==> src/rtl/laser_pkg.sv <==
// Shared laser-link definitions: line levels, default frame geometry and receiver states.
package laser_pkg;

    localparam int unsigned LASER_OVERSAMPLE = 8;
    localparam int unsigned LASER_DATA_BITS  = 8;
    localparam int unsigned FRAME_CNT_W      = 16;

    localparam logic LINE_IDLE   = 1'b0;
    localparam logic START_LEVEL = 1'b1;
    localparam logic STOP_LEVEL  = 1'b0;

    typedef enum logic [2:0] {
        IDLE,
        START,
        DATA,
        STOP,
        RECOVER
    } rx_state_t;

    function automatic logic maj3(input logic a, input logic b, input logic c);
        return (a & b) | (a & c) | (b & c);
    endfunction

endpackage

==> src/rtl/laser_lane_receiver_if.sv <==
// Receiver-side bundle of one laser lane: enable and photodiode in, recovered byte and status out.
interface laser_lane_receiver_if #(
    parameter int unsigned DATA_BITS = laser_pkg::LASER_DATA_BITS
) ();

    logic                               en;
    logic                               laser_in;
    logic [DATA_BITS-1:0]               data_out;
    logic                               data_valid;
    logic                               frame_err;
    logic                               busy;
    logic [laser_pkg::FRAME_CNT_W-1:0]  frame_count;

    modport master (
        output en, laser_in,
        input  data_out, data_valid, frame_err, busy, frame_count
    );

    modport slave (
        input  en, laser_in,
        output data_out, data_valid, frame_err, busy, frame_count
    );

endinterface

==> src/rtl/laser_sync.sv <==
// Two-flop synchronizer for asynchronous level inputs.
module laser_sync #(
    parameter int unsigned WIDTH = 1
) (
    input  logic             clk,
    input  logic             rst_n,
    input  logic [WIDTH-1:0] d_i,
    output logic [WIDTH-1:0] q_o
);

    logic [WIDTH-1:0] meta_q;
    logic [WIDTH-1:0] sync_q;

    always_ff @(posedge clk or negedge rst_n) begin
        if (!rst_n) begin
            meta_q <= '0;
            sync_q <= '0;
        end else begin
            meta_q <= d_i;
            sync_q <= meta_q;
        end
    end

    assign q_o = sync_q;

endmodule

==> src/rtl/laser_lane_receiver.sv <==
// Oversampling single-lane laser deserializer with framing check and good-frame counter.
// Optional build macro LASER_RX_MAJORITY_EN: 2-of-3 vote around each bit centre (+1 cycle latency).
module laser_lane_receiver
    import laser_pkg::*;
#(
    parameter int unsigned OVERSAMPLE = LASER_OVERSAMPLE,
    parameter int unsigned DATA_BITS  = LASER_DATA_BITS
) (
    input  logic                  clock,
    input  logic                  reset_n,
    laser_lane_receiver_if.slave  rx
);

    localparam int unsigned PH_W = $clog2(OVERSAMPLE + 2);
    localparam int unsigned BC_W = $clog2(DATA_BITS + 1);
`ifdef LASER_RX_MAJORITY_EN
    localparam int unsigned START_PT = OVERSAMPLE / 2 + 1;
`else
    localparam int unsigned START_PT = OVERSAMPLE / 2;
`endif

    rx_state_t              state_q, state_d;
    logic [PH_W-1:0]        phase_q, phase_d;
    logic [BC_W-1:0]        bit_cnt_q, bit_cnt_d;
    logic [DATA_BITS-1:0]   shift_q, shift_d;
    logic [DATA_BITS-1:0]   data_q, data_d;
    logic                   valid_q, valid_d;
    logic                   err_q, err_d;
    logic                   busy_q;
    logic [FRAME_CNT_W-1:0] fcnt_q, fcnt_d;

    logic sync_q;
    logic sync_prev_q;
    logic rise_c;
    logic sample_c;

    laser_sync #(.WIDTH(1)) u_sync (
        .clk   (clock),
        .rst_n (reset_n),
        .d_i   (rx.laser_in),
        .q_o   (sync_q)
    );

`ifdef LASER_RX_MAJORITY_EN
    logic sync_prev2_q;

    // History taps so the vote at centre+1 sees centre-1, centre and centre+1.
    always_ff @(posedge clock or negedge reset_n) begin
        if (!reset_n) begin
            sync_prev_q  <= 1'b0;
            sync_prev2_q <= 1'b0;
        end else begin
            sync_prev_q  <= sync_q;
            sync_prev2_q <= sync_prev_q;
        end
    end

    assign sample_c = maj3(sync_prev2_q, sync_prev_q, sync_q);
`else
    always_ff @(posedge clock or negedge reset_n) begin
        if (!reset_n) begin
            sync_prev_q <= 1'b0;
        end else begin
            sync_prev_q <= sync_q;
        end
    end

    assign sample_c = sync_q;
`endif

    // A start needs a fresh idle-to-start edge; a line already high at enable is ignored.
    assign rise_c = rx.en && (sync_q == START_LEVEL) && (sync_prev_q == LINE_IDLE);

    always_ff @(posedge clock or negedge reset_n) begin
        if (!reset_n) begin
            state_q   <= IDLE;
            phase_q   <= '0;
            bit_cnt_q <= '0;
            shift_q   <= '0;
            data_q    <= '0;
            valid_q   <= 1'b0;
            err_q     <= 1'b0;
            busy_q    <= 1'b0;
            fcnt_q    <= '0;
        end else begin
            state_q   <= state_d;
            phase_q   <= phase_d;
            bit_cnt_q <= bit_cnt_d;
            shift_q   <= shift_d;
            data_q    <= data_d;
            valid_q   <= valid_d;
            err_q     <= err_d;
            busy_q    <= (state_d != IDLE);
            fcnt_q    <= fcnt_d;
        end
    end

    always_comb begin
        state_d   = state_q;
        phase_d   = phase_q;
        bit_cnt_d = bit_cnt_q;
        shift_d   = shift_q;
        data_d    = data_q;
        valid_d   = 1'b0;
        err_d     = 1'b0;
        fcnt_d    = fcnt_q;

        unique case (state_q)
            IDLE: begin
                phase_d = '0;
                if (rise_c) begin
                    state_d = START;
                    phase_d = PH_W'(1);
                end
            end
            START: begin
                if (phase_q == PH_W'(START_PT)) begin
                    phase_d   = PH_W'(1);
                    bit_cnt_d = '0;
                    state_d   = (sample_c == START_LEVEL) ? DATA : IDLE;
                end else begin
                    phase_d = phase_q + PH_W'(1);
                end
            end
            DATA: begin
                if (phase_q == PH_W'(OVERSAMPLE)) begin
                    phase_d = PH_W'(1);
                    shift_d = {sample_c, shift_q[DATA_BITS-1:1]};
                    if (bit_cnt_q == BC_W'(DATA_BITS - 1)) begin
                        state_d = STOP;
                    end else begin
                        bit_cnt_d = bit_cnt_q + BC_W'(1);
                    end
                end else begin
                    phase_d = phase_q + PH_W'(1);
                end
            end
            STOP: begin
                if (phase_q == PH_W'(OVERSAMPLE)) begin
                    phase_d = '0;
                    if (sample_c == STOP_LEVEL) begin
                        data_d  = shift_q;
                        valid_d = 1'b1;
                        fcnt_d  = fcnt_q + FRAME_CNT_W'(1);
                        state_d = IDLE;
                    end else begin
                        err_d   = 1'b1;
                        state_d = RECOVER;
                    end
                end else begin
                    phase_d = phase_q + PH_W'(1);
                end
            end
            RECOVER: begin
                // phase_q counts consecutive idle cycles here.
                if (sync_q == LINE_IDLE) begin
                    if (phase_q == PH_W'(OVERSAMPLE - 1)) begin
                        phase_d = '0;
                        state_d = IDLE;
                    end else begin
                        phase_d = phase_q + PH_W'(1);
                    end
                end else begin
                    phase_d = '0;
                end
            end
            default: begin
                state_d = IDLE;
                phase_d = '0;
            end
        endcase

        if (!rx.en) begin
            state_d = IDLE;
            phase_d = '0;
            shift_d = shift_q;
            data_d  = data_q;
            valid_d = 1'b0;
            err_d   = 1'b0;
            fcnt_d  = fcnt_q;
        end
    end

    assign rx.data_out    = data_q;
    assign rx.data_valid  = valid_q;
    assign rx.frame_err   = err_q;
    assign rx.busy        = busy_q;
    assign rx.frame_count = fcnt_q;

endmodule

==> src/flat_wrapper.sv <==
// flat-port wrapper written by rule: the top's interface ports become plain ports
module laser_lane_receiver_flat import laser_pkg::*;
#(
    parameter int unsigned OVERSAMPLE = LASER_OVERSAMPLE,
    parameter int unsigned DATA_BITS  = LASER_DATA_BITS
)
  (clock, reset_n, rx_en, rx_laser_in, rx_data_out, rx_data_valid, rx_frame_err, rx_busy, rx_frame_count);
  laser_lane_receiver_if #(.DATA_BITS(DATA_BITS)) rx_i ();
  input  logic clock;
  input  logic reset_n;
  input wire logic [$bits(rx_i.en)-1:0] rx_en;
  input wire logic [$bits(rx_i.laser_in)-1:0] rx_laser_in;
  output wire logic [$bits(rx_i.data_out)-1:0] rx_data_out;
  output wire logic [$bits(rx_i.data_valid)-1:0] rx_data_valid;
  output wire logic [$bits(rx_i.frame_err)-1:0] rx_frame_err;
  output wire logic [$bits(rx_i.busy)-1:0] rx_busy;
  output wire logic [$bits(rx_i.frame_count)-1:0] rx_frame_count;
  assign rx_i.en = rx_en;
  assign rx_i.laser_in = rx_laser_in;
  assign rx_data_out = rx_i.data_out;
  assign rx_data_valid = rx_i.data_valid;
  assign rx_frame_err = rx_i.frame_err;
  assign rx_busy = rx_i.busy;
  assign rx_frame_count = rx_i.frame_count;
  laser_lane_receiver #(.OVERSAMPLE(OVERSAMPLE), .DATA_BITS(DATA_BITS)) u_core (.clock(clock), .reset_n(reset_n), .rx(rx_i));
endmodule
==> config.mk <==
export PLATFORM = sky130hd
export DESIGN_NAME = laser_lane_receiver_flat
export DESIGN_NICKNAME = d
export VERILOG_FILES = /design/src/rtl/laser_pkg.sv /design/src/rtl/laser_lane_receiver_if.sv /design/src/rtl/laser_sync.sv /design/src/rtl/laser_lane_receiver.sv /design/src/flat_wrapper.sv
export SDC_FILE = /design/constraint.sdc
export NUM_CORES = 1
export LEC_CHECK = 0
export CAP_MARGIN = 0
export CORE_ASPECT_RATIO = 2
export CORE_MARGIN = 5
export CORE_UTILIZATION = 34
export CTS_BUF_LIST = sky130_fd_sc_hd__clkbuf_4
export CTS_CLUSTER_SIZE = 14
export DETAILED_ROUTE_END_ITERATION = 12
export HOLD_SLACK_MARGIN = 0.15
export PLACE_DENSITY_LB_ADDON = 0.12
export REMOVE_ABC_BUFFERS = 1
export SLEW_MARGIN = 20
export SYNTH_ARGS = -nofsm -noshare
export SYNTH_HDL_FRONTEND = slang
export SYNTH_SLANG_ARGS = --single-unit
==> constraint.sdc <==
create_clock -name clock -period 3.1 [get_ports clock]
set_clock_uncertainty 0.05 [all_clocks]
set_input_delay 0.62 -clock clock [delete_from_list [all_inputs] [get_ports clock]]
set_output_delay 0.62 -clock clock [all_outputs]
set_load 0.01 [all_outputs]
==> impl_metrics.py, run 1 <==
metrics = {
    "yosys": {
        "ys.warnings.count": 0,
        "synth_edf_count": 0,
        "yosysUniqueCellTypes": 42,
        "synth.avg_cell_area_sq_um": 12.6,
        "synth_area_leader_cell": "dfrtp_1",
        "async_flop_share_pct": 100,
        "synth_compound_area_share_pct": 5.96,
        "yosys.area_share.adder_pct": 2.25,
        "synth_xor_area_share_pct": 6.69,
        "yosys_most_used_dff": "dfrtp_1",
        "synthTopCellsByArea": "dfrtp_1 55%, mux2_2 8.1%, xnor2_1 6.3%",
        "synth-simple-area-share_pct": 18.4,
        "synth_top_area_share_pct": 55.1,
        "seq_area_frac_synth_pct": 55.1,
        "syn_inst": 177,
        "netlist_area_sq_um": 2220,
        "synth_mux_area_share_pct": 8.77,
        "ys_ff_latch": 49,
        "synth_top_family_by_area": "simple AND/OR/NAND/NOR gates",
    },
    "floorplanning": {
        "coreArea_sq_um": 6360,
        "ios": 31,
        "die_w_microns": 67.2,
        "die-height_microns": 124,
        "dieArea_sq_um": 8360,
        "row_count": 41,
        "start_util_pct": 35.0,
    },
    "global_routing": {
        "grt_use_total_pct": 11.9,
        "grt_pass1_wl_mm": 7.58,
        "grt-ovfl-total": 0,
        "first_global_vias": 1562,
        "grt_max_degree": 50,
        "antenna_found_initial": 0,
    },
    "placement": {
        "routabilityCongestion": 0.770,
        "dp_cells": 289,
        "port_buffers": 30,
        "hpwl_mm": 3.33,
        "postPlaceCellArea_sq_um": 2590,
        "preCtsSetupSlack_ns": 0.581,
    },
    "timing": {
        "tightest_slew_ns": 0.609,
        "timing.final.ws_setup_ns": 0.722,
        "hold_violations": 0,
        "final.min_clock_period_ns": 2.38,
        "slew_viol_final": 0,
        "period_share_pct": 76.7,
        "setup_violations": 0,
        "finalHoldWorstSlack_ns": 0.185,
        "clock.fmax_ghz": 0.420,
        "timing.slew.headroom_pct": 59.4,
        "rsz0062_at_grt": "false",
        "timing.setup.tns_ns": 0,
    },
    "routing": {
        "viasPerCell": 5.09,
        "num_vias": 1511,
        "ant_nets": 0,
        "dr.pass1.iters": 4,
        "drc": 0,
        "detail_route.iter0.violations": 63,
        "wl_mm": 4.41,
        "routedWlPerCell_microns": 14.8,
    },
    "power_and_ir_drop": {
        "peakVddDrop_v": 0.000343,
        "p_leak_nw": 1.15,
        "pwr_density_cell_nw_per_um2": 378,
    },
    "clock_network": {
        "holdBufCountCts": 0,
        "clock-sinks": 49,
        "cts_tree": "built",
        "postCtsSetupRepairBufs": 0,
        "clk_pin_slew_worst_paths_ns": 0.14,
        "clk_latency_ns": 0.37,
        "cts_buffer_depth": 2,
        "cts_resized": 0,
        "cts_buffers": 5,
        "htreeDepth": 2,
        "root_buffer": "clkbuf_4",
    },
    "cells_and_area": {
        "seq_area_sq_um": 1230,
        "synthToLayoutAreaGrowth_pct": 19.1,
        "drive_above_1_share_pct": 14.7,
        "multi_input_area_sq_um": 936,
        "design_area_sq_um": 2650,
        "nNetsFinal": 218,
        "final_cells": 297,
        "antenna_cells": 0,
        "fill_cells": 683,
    },
    "run_status": {
        "status": "complete, no violations",
    },
    "setup_path": {
        "cp-start-kind": "flop",
        "reg2reg_from": "u_core.phase_q[0]",
        "slowest_delay_ns": 0.49,
        "crit_family": "simple AND/OR/NAND/NOR gates",
        "critical_path_class": "flop to flop",
        "crit_buf_inv": 2,
        "rr_endpoint": "u_core.rx.data_out[3]",
        "crit_arrival_ns": 2.60,
        "critPathMaxFanout": 11,
        "critPathRequiredTime_ns": 3.32,
        "path_cells": "inv_1 -> ha_1 -> and3b_1 -> and4b_1 -> buf_4 -> mux2_2",
        "end_kind": "flop",
        "rr_worst_depth": 6,
        "critical-path-slowest-cell": "and4b_1",
        "r2r_slack_ns": 0.72,
    },
    "min_path": {
        "hp-class": "input pin to async pin",
    },
    "run": {
        "max_cap_violations": 0,
    },
}
-- worst register-to-register path, cell delays in order, from the launching register on --
cell and delay [ns]:
dfrtp_1 0.46, inv_1 0.08, ha_1 0.30, and3b_1 0.30
and4b_1 0.50, buf_4 0.26, mux2_2 0.34
-- cell usage after synthesis, types with 2 or more instances --
master / instances
nand3_1: 10
nand3b_1: 3
o21ai_0: 4
nand2b_1: 5
or3_1: 2
mux2_2: 16
o211ai_1: 2
a21boi_0: 2
ha_1: 4
and3b_1: 2
buf_6: 2
a21oi_1: 3
xnor2_1: 16
nor2_1: 3
a41o_1: 2
nand4_1: 10
and4_1: 3
dfrtp_1: 49
nand2_1: 7
and3_1: 3
and2_1: 5
inv_1: 4
-- how the worst max path moves through the flow --
stage                                        to  slack, ns              start  cells after the start
after floorplan           u_core.rx.data_out[1]       1.06  u_core.phase_q[0]                      5
after global placement    u_core.rx.data_out[7]       0.62              rx_en                      4
after detailed placement  u_core.rx.data_out[7]       0.58              rx_en                      4
after CTS                 u_core.rx.data_out[3]       0.72  u_core.phase_q[0]                      6
after global routing      u_core.rx.data_out[3]       0.60  u_core.phase_q[0]                      6
final                     u_core.rx.data_out[3]       0.72  u_core.phase_q[0]                      6
-- per-stage QoR --
| stage | power (mW) | util, % |
|---|---|---|
| 2_1_floorplan | 0.679 | - |
| 3_3_place_gp | 0.705 | 40.7 |
| 3_5_place_dp | 0.705 | 40.7 |
| 4_1_cts | 1.02 | 41.6 |
| 5_1_grt | 1.05 | 41.6 |
| 6_report | 1.00 | 41.6 |
-- area by class of cell --
class	count	share of cell area [%]
sequential	49	46.3
multi-input combinational	119	35.3
timing repair buffer	31	11.5
tap	86	4.06
clock buffer	6	1.70
inverter	4	0.567
clock inverter	2	0.520
-- placed cells by master (no fill, tap or decap), types with 3 or more instances in the layout --
| master | count |
|---|---|
| dfrtp_1 | 49 |
| and4_1 | 3 |
| a21oi_1 | 3 |
| clkdlybuf4s50_1 | 29 |
| nand4_1 | 10 |
| o21ai_0 | 4 |
| nand3_1 | 10 |
| mux2_2 | 16 |
| nand3b_1 | 3 |
| nand2_1 | 7 |
| and3_1 | 3 |
| clkbuf_4 | 6 |
| and2_1 | 5 |
| nand2b_1 | 5 |
| ha_1 | 4 |
| inv_1 | 4 |
| nor2_1 | 3 |
| xnor2_1 | 16 |
-- routing by layer --
| metal | GRT usage [%] | part of all wire, % |
|---|---|---|
| met1 | 12.6 | 37 |
| met3 | 3.07 | 3.8 |
| met4 | 5.86 | 2.9 |
| met2 | 20.8 | 56 |
| met5 | 0 | 0 |
-- sequential cells by signal, indices dropped and copies added (netlist names), 3 cells and up --
name                   cells
u_core.rx.data_out         8
u_core.state_q             3
u_core.shift_q             8
u_core.rx.frame_count     16
u_core.bit_cnt_q           4
u_core.phase_q             4
-- cell families after synthesis --
kind of cell	count (synthesis)
AND/OR/NAND/NOR	63
flip-flops	49
AO/OA/AOI/OAI	18
XOR/XNOR	17
multiplexers	17
buffers and inverters	9
adder cells (fa/ha/maj)	4
-- report_power, final --
group	switching [mW]	total [mW]	internal, mW
registers	0.00691	0.651	0.644
clock network	0.208	0.308	0.0999
logic	0.0266	0.0409	0.0143
(Power assumes the default switching activity.)
==> run 2: changes to the inputs <==
- clock period: 3.1 -> 1.9 ns (I/O delays scaled with it)
==> impl_metrics.py, run 2 (synthesis results as in run 1) <==
metrics = {
    "cells_and_area": {
        "nNetsFinal": 236,
        "synthToLayoutAreaGrowth_pct": 28.5,
        "antenna_cells": 0,
        "drive_above_1_share_pct": 23.6,
        "final_common_cell": "dfrtp_1",
        "largest_reg_flops": 16,
        "final_cells": 315,
        "layout_common_cells": "46 x dfrtp_1, 29 x clkdlybuf4s50_1, 16 x xnor2_1, 16 x mux2_2, 16 x buf_4",
    },
    "global_routing": {
        "grt-ovfl-total": 0,
        "first_global_vias": 1610,
        "grt_max_degree": 23,
        "grt_use_total_pct": 12.4,
        "antenna_found_initial": 0,
        "grt_pass1_wl_mm": 7.80,
    },
    "routing": {
        "num_vias": 1573,
        "dr.pass1.iters": 4,
        "viasPerCell": 4.99,
        "wl_mm": 4.70,
        "detail_route.iter0.violations": 74,
        "ant_nets": 0,
        "routedWlPerCell_microns": 14.9,
        "drc": 0,
    },
    "floorplanning": {
        "die_w_microns": 67.2,
        "start_util_pct": 35.0,
        "die-height_microns": 124,
        "row_count": 41,
        "coreArea_sq_um": 6360,
        "ios": 31,
        "dieArea_sq_um": 8360,
    },
    "timing": {
        "timing.slew.headroom_pct": 64.3,
        "hold_violations": 0,
        "tightest_slew_ns": 0.536,
        "final.min_clock_period_ns": 1.83,
        "clock.fmax_ghz": 0.547,
        "setup_violations": 0,
        "rsz0062_at_grt": "false",
        "slew_viol_final": 0,
        "period_share_pct": 96.2,
    },
    "clock_network": {
        "cts_buffers": 5,
        "root_buffer": "clkbuf_4",
        "clk_pin_slew_worst_paths_ns": 0.15,
        "cts_buffer_depth": 2,
        "cts_tree": "built",
        "clock-sinks": 49,
        "clk_latency_ns": 0.38,
        "htreeDepth": 2,
    },
    "placement": {
        "hpwl_mm": 3.54,
        "dp_cells": 304,
        "port_buffers": 30,
        "routabilityCongestion": 0.805,
    },
    "setup_path": {
        "crit_buf_inv": 1,
        "end_kind": "output pin",
        "rr_worst_depth": 6,
        "path_cells": "clkdlybuf4s50_1",
        "rr_endpoint": "u_core.rx.data_out[7]",
        "crit_arrival_ns": 1.40,
        "critPathMaxFanout": 7,
        "r2r_slack_ns": 0.08,
        "critPathRequiredTime_ns": 1.47,
        "slowest_delay_ns": 0.56,
        "cp-start-kind": "flop",
        "critical_path_class": "flop to output pin",
        "crit_family": "buffers and inverters",
        "critical-path-slowest-cell": "clkdlybuf4s50_1",
        "reg2reg_from": "u_core.phase_q[0]",
    },
    "min_path": {
        "min-delay-start": "u_core.u_sync.meta_q",
        "holdPathEnd": "u_core.u_sync.q_o",
        "hold_depth": 0,
        "hp-class": "flop to flop",
    },
    "run": {
        "max_cap_violations": 0,
    },
    "power_and_ir_drop": {
        "total_power_mw": 1.79,
        "peakVddDrop_v": 0.000411,
        "p_leak_nw": 1.25,
        "pwr_density_cell_nw_per_um2": 627,
    },
    "run_status": {
        "status": "complete, no violations",
    },
}
-- run 2: cell type report --
class	count	area, sq um
Clock buffer	5	37.5
Clock inverter	3	43.8
Fill cell	650	3500
Inverter	4	15.0
Multi-Input combinational cell	119	958
Sequential cell	49	1230
Tap cell	86	108
Timing Repair Buffer	49	465
-- run 2: worst max path at each step --
stage,slack (ns),start,cells past startpoint,end
final,0.07,u_core.rx.frame_count[0],1,rx_frame_count[0]
after global routing,0.005,u_core.phase_q[0],6,u_core.rx.data_out[7]
after CTS,0.01,u_core.rx.frame_count[1],1,rx_frame_count[1]
after detailed placement,-0.06,rx_en,5,u_core.phase_q[0]
after global placement,-0.03,rx_en,5,u_core.phase_q[0]
after floorplan,-0.14,u_core.phase_q[0],5,u_core.rx.data_out[1]
-- run 2: power by group --
part	switching, mW	total (mW)	internal, mW
combinational	0.0535	0.102	0.0483
clock	0.346	0.626	0.280
sequential	0.0124	1.06	1.05
total	0.412	1.79	1.38
-- run 2: repair_timing --
item                                    CTS  global route
buffers inserted                          0             2
endpoints found under the setup margin   10            16
cloned                                    0             0
endpoints found under the hold margin    20             0
hold buffers                              1             0
resized for setup                         2             7
pin swaps                                 0             1
-- run 2: layer usage --
metal | track usage, % | wire [microns] | share of wire (%)
met3 | 2.71 | 167 | 3.6
met5 | 0 | 0 | 0
met1 | 13.0 | 1740 | 37
met4 | 7.18 | 181 | 3.9
met2 | 21.5 | 2610 | 56
-- run 2: through the flow --
step / area (sq um) / setup TNS [ns] / util (%) / setup slack, ns / hold WS [ns]
floorplan: 2180 / -1.82 / - / -0.143 / 0.0344
global placement: 2730 / -0.129 / 42.8 / -0.0346 / 0.291
detailed placement: 2730 / -0.219 / 42.8 / -0.0599 / 0.287
CTS: 2820 / 0 / 44.3 / 0.0143 / 0.320
global route: 2860 / 0 / 44.9 / 0.00540 / 0.324
finish: 2860 / 0 / 44.9 / 0.0722 / 0.318
==> run 3: changes to the inputs <==
- CORE_UTILIZATION: 34 -> 45
==> impl_metrics.py, run 3 (synthesis results as in run 1) <==
metrics = {
    "run_status": {
        "status": "complete, no violations",
    },
    "timing": {
        "clock.fmax_ghz": 0.548,
        "timing.final.ws_setup_ns": 0.0739,
        "slew_viol_final": 0,
        "timing.setup.tns_ns": 0,
        "final.min_clock_period_ns": 1.83,
        "hold_violations": 0,
        "period_share_pct": 96.1,
        "rsz0062_at_grt": "false",
        "finalHoldWorstSlack_ns": 0.334,
        "tightest_slew_ns": 0.445,
        "setup_violations": 0,
        "timing.slew.headroom_pct": 70.4,
    },
    "floorplanning": {
        "row_count": 36,
        "die_w_microns": 59.7,
        "dieArea_sq_um": 6530,
        "start_util_pct": 46.2,
        "die-height_microns": 109,
        "coreArea_sq_um": 4820,
        "ios": 31,
    },
    "routing": {
        "ant_nets": 0,
        "num_vias": 1593,
        "detail_route.iter0.violations": 59,
        "wl_mm": 4.73,
        "viasPerCell": 5.61,
        "routedWlPerCell_microns": 16.6,
        "drc": 0,
        "dr.pass1.iters": 4,
    },
    "setup_path": {
        "crit_arrival_ns": 2.05,
        "critPathMaxFanout": 6,
        "cp-start-kind": "flop",
        "reg2reg_from": "u_core.phase_q[0]",
        "end_kind": "flop",
        "critPathRequiredTime_ns": 2.13,
        "r2r_slack_ns": 0.07,
        "rr_worst_depth": 6,
        "rr_endpoint": "u_core.bit_cnt_q[3]",
        "crit_start": "u_core.phase_q[0]",
        "critical_path_class": "flop to flop",
    },
    "global_routing": {
        "grt_max_degree": 20,
        "antenna_found_initial": 0,
        "grt-ovfl-total": 0,
        "first_global_vias": 1762,
        "grt_pass1_wl_mm": 8.11,
        "grt_use_total_pct": 16.2,
    },
    "placement": {
        "port_buffers": 30,
        "preCtsSetupSlack_ns": -0.0889,
        "hpwl_mm": 3.65,
        "routabilityCongestion": 0.815,
    },
    "run": {
        "max_cap_violations": 0,
    },
    "clock_network": {
        "clock-sinks": 49,
        "root_buffer": "clkbuf_4",
        "cts_buffer_depth": 2,
        "htreeDepth": 2,
        "clk_latency_ns": 0.35,
        "clk_pin_slew_worst_paths_ns": 0.13,
        "cts_buffers": 5,
        "cts_tree": "built",
    },
    "min_path": {
        "hold_depth": 0,
        "holdPathEnd": "u_core.u_sync.q_o",
        "hp-class": "flop to flop",
        "min-delay-start": "u_core.u_sync.meta_q",
    },
    "cells_and_area": {
        "synthToLayoutAreaGrowth_pct": 24.9,
        "drive_above_1_share_pct": 21.6,
        "nNetsFinal": 235,
        "antenna_cells": 0,
        "final_common_cell": "dfrtp_1",
        "largest_reg_flops": 16,
        "layout_common_cells": "47 x dfrtp_1, 29 x clkdlybuf4s50_1, 16 x xnor2_1, 16 x mux2_2, 15 x buf_4",
    },
    "power_and_ir_drop": {
        "p_leak_nw": 1.23,
        "peakVddDrop_v": 0.000597,
        "pwr_density_cell_nw_per_um2": 582,
    },
}
run 3: cell count changes in the layout (fill, tap and decap cells not counted), sizes merged:
| cell | previous run | this run |
|---|---|---|
| buf | 19 | 18 |
| inv | 5 | 4 |
| bufinv | 1 | 0 |
| clkinvlp | 0 | 1 |
run 3: worst max path at each step:
stage                            endpoint  slack (ns)  depth (start not counted)
global placement        u_core.phase_q[0]       -0.04                          5
CTS                   u_core.bit_cnt_q[3]       0.004                          6
floorplan           u_core.rx.data_out[1]       -0.14                          5
finish                u_core.bit_cnt_q[3]        0.07                          6
global route               u_core.rx.busy       0.002                          5
detailed placement      u_core.phase_q[0]       -0.09                          5
run 3: through the flow:
stage	instances	util (%)	total power, mW	instance area (sq um)
2_1_floorplan	172	-	1.11	2180
3_3_place_gp	274	55.6	1.17	2680
3_5_place_dp	274	55.6	1.17	2680
4_1_cts	282	57.0	1.63	2750
5_1_grt	284	57.7	1.70	2780
6_report	284	57.7	1.62	2780
run 3: layout make-up:
class / count / area (sq um)
clock buffers: 5 / 37.5
clock inverters: 2 / 11.3
fillers: 421 / 2040
inverters: 4 / 15.0
multi-input cells: 119 / 957
flip-flops and latches: 49 / 1230
well taps: 57 / 71.3
repair buffers: 48 / 458
run 3: routing by layer:
metal	vias to the layer above	wire [microns]	share of wire, %	global-route usage (%)
met1	786	1770	37	17.5
met2	44	2600	55	28.9
met3	16	192	4.1	3.06
met4	0	171	3.6	8.40
li1	747	-	-	-
met5	-	0	0	0
run 3: worst max-delay path, stage by stage (launching register included):
cell	delay (ns)
dfrtp_1	0.43
inv_1	0.11
ha_4	0.19
nor3b_4	0.24
nand3_1	0.18
or3_1	0.37
a21boi_0	0.19
run 3: timing repair:
item,4_1_cts,5_1_grt
gates resized for setup,2,4
setup buffers,0,2
setup endpoints to repair,9,11
hold buffers,1,0
hold endpoints to repair,16,0
run 3: power breakdown:
group / switching [mW] / internal (mW) / leakage [nW] / total, mW
registers: 0.0123 / 1.05 / 0.673 / 1.06
clock network: 0.314 / 0.134 / 0.0247 / 0.447
logic: 0.0547 / 0.0512 / 0.534 / 0.106
total: 0.381 / 1.24 / 1.23 / 1.62
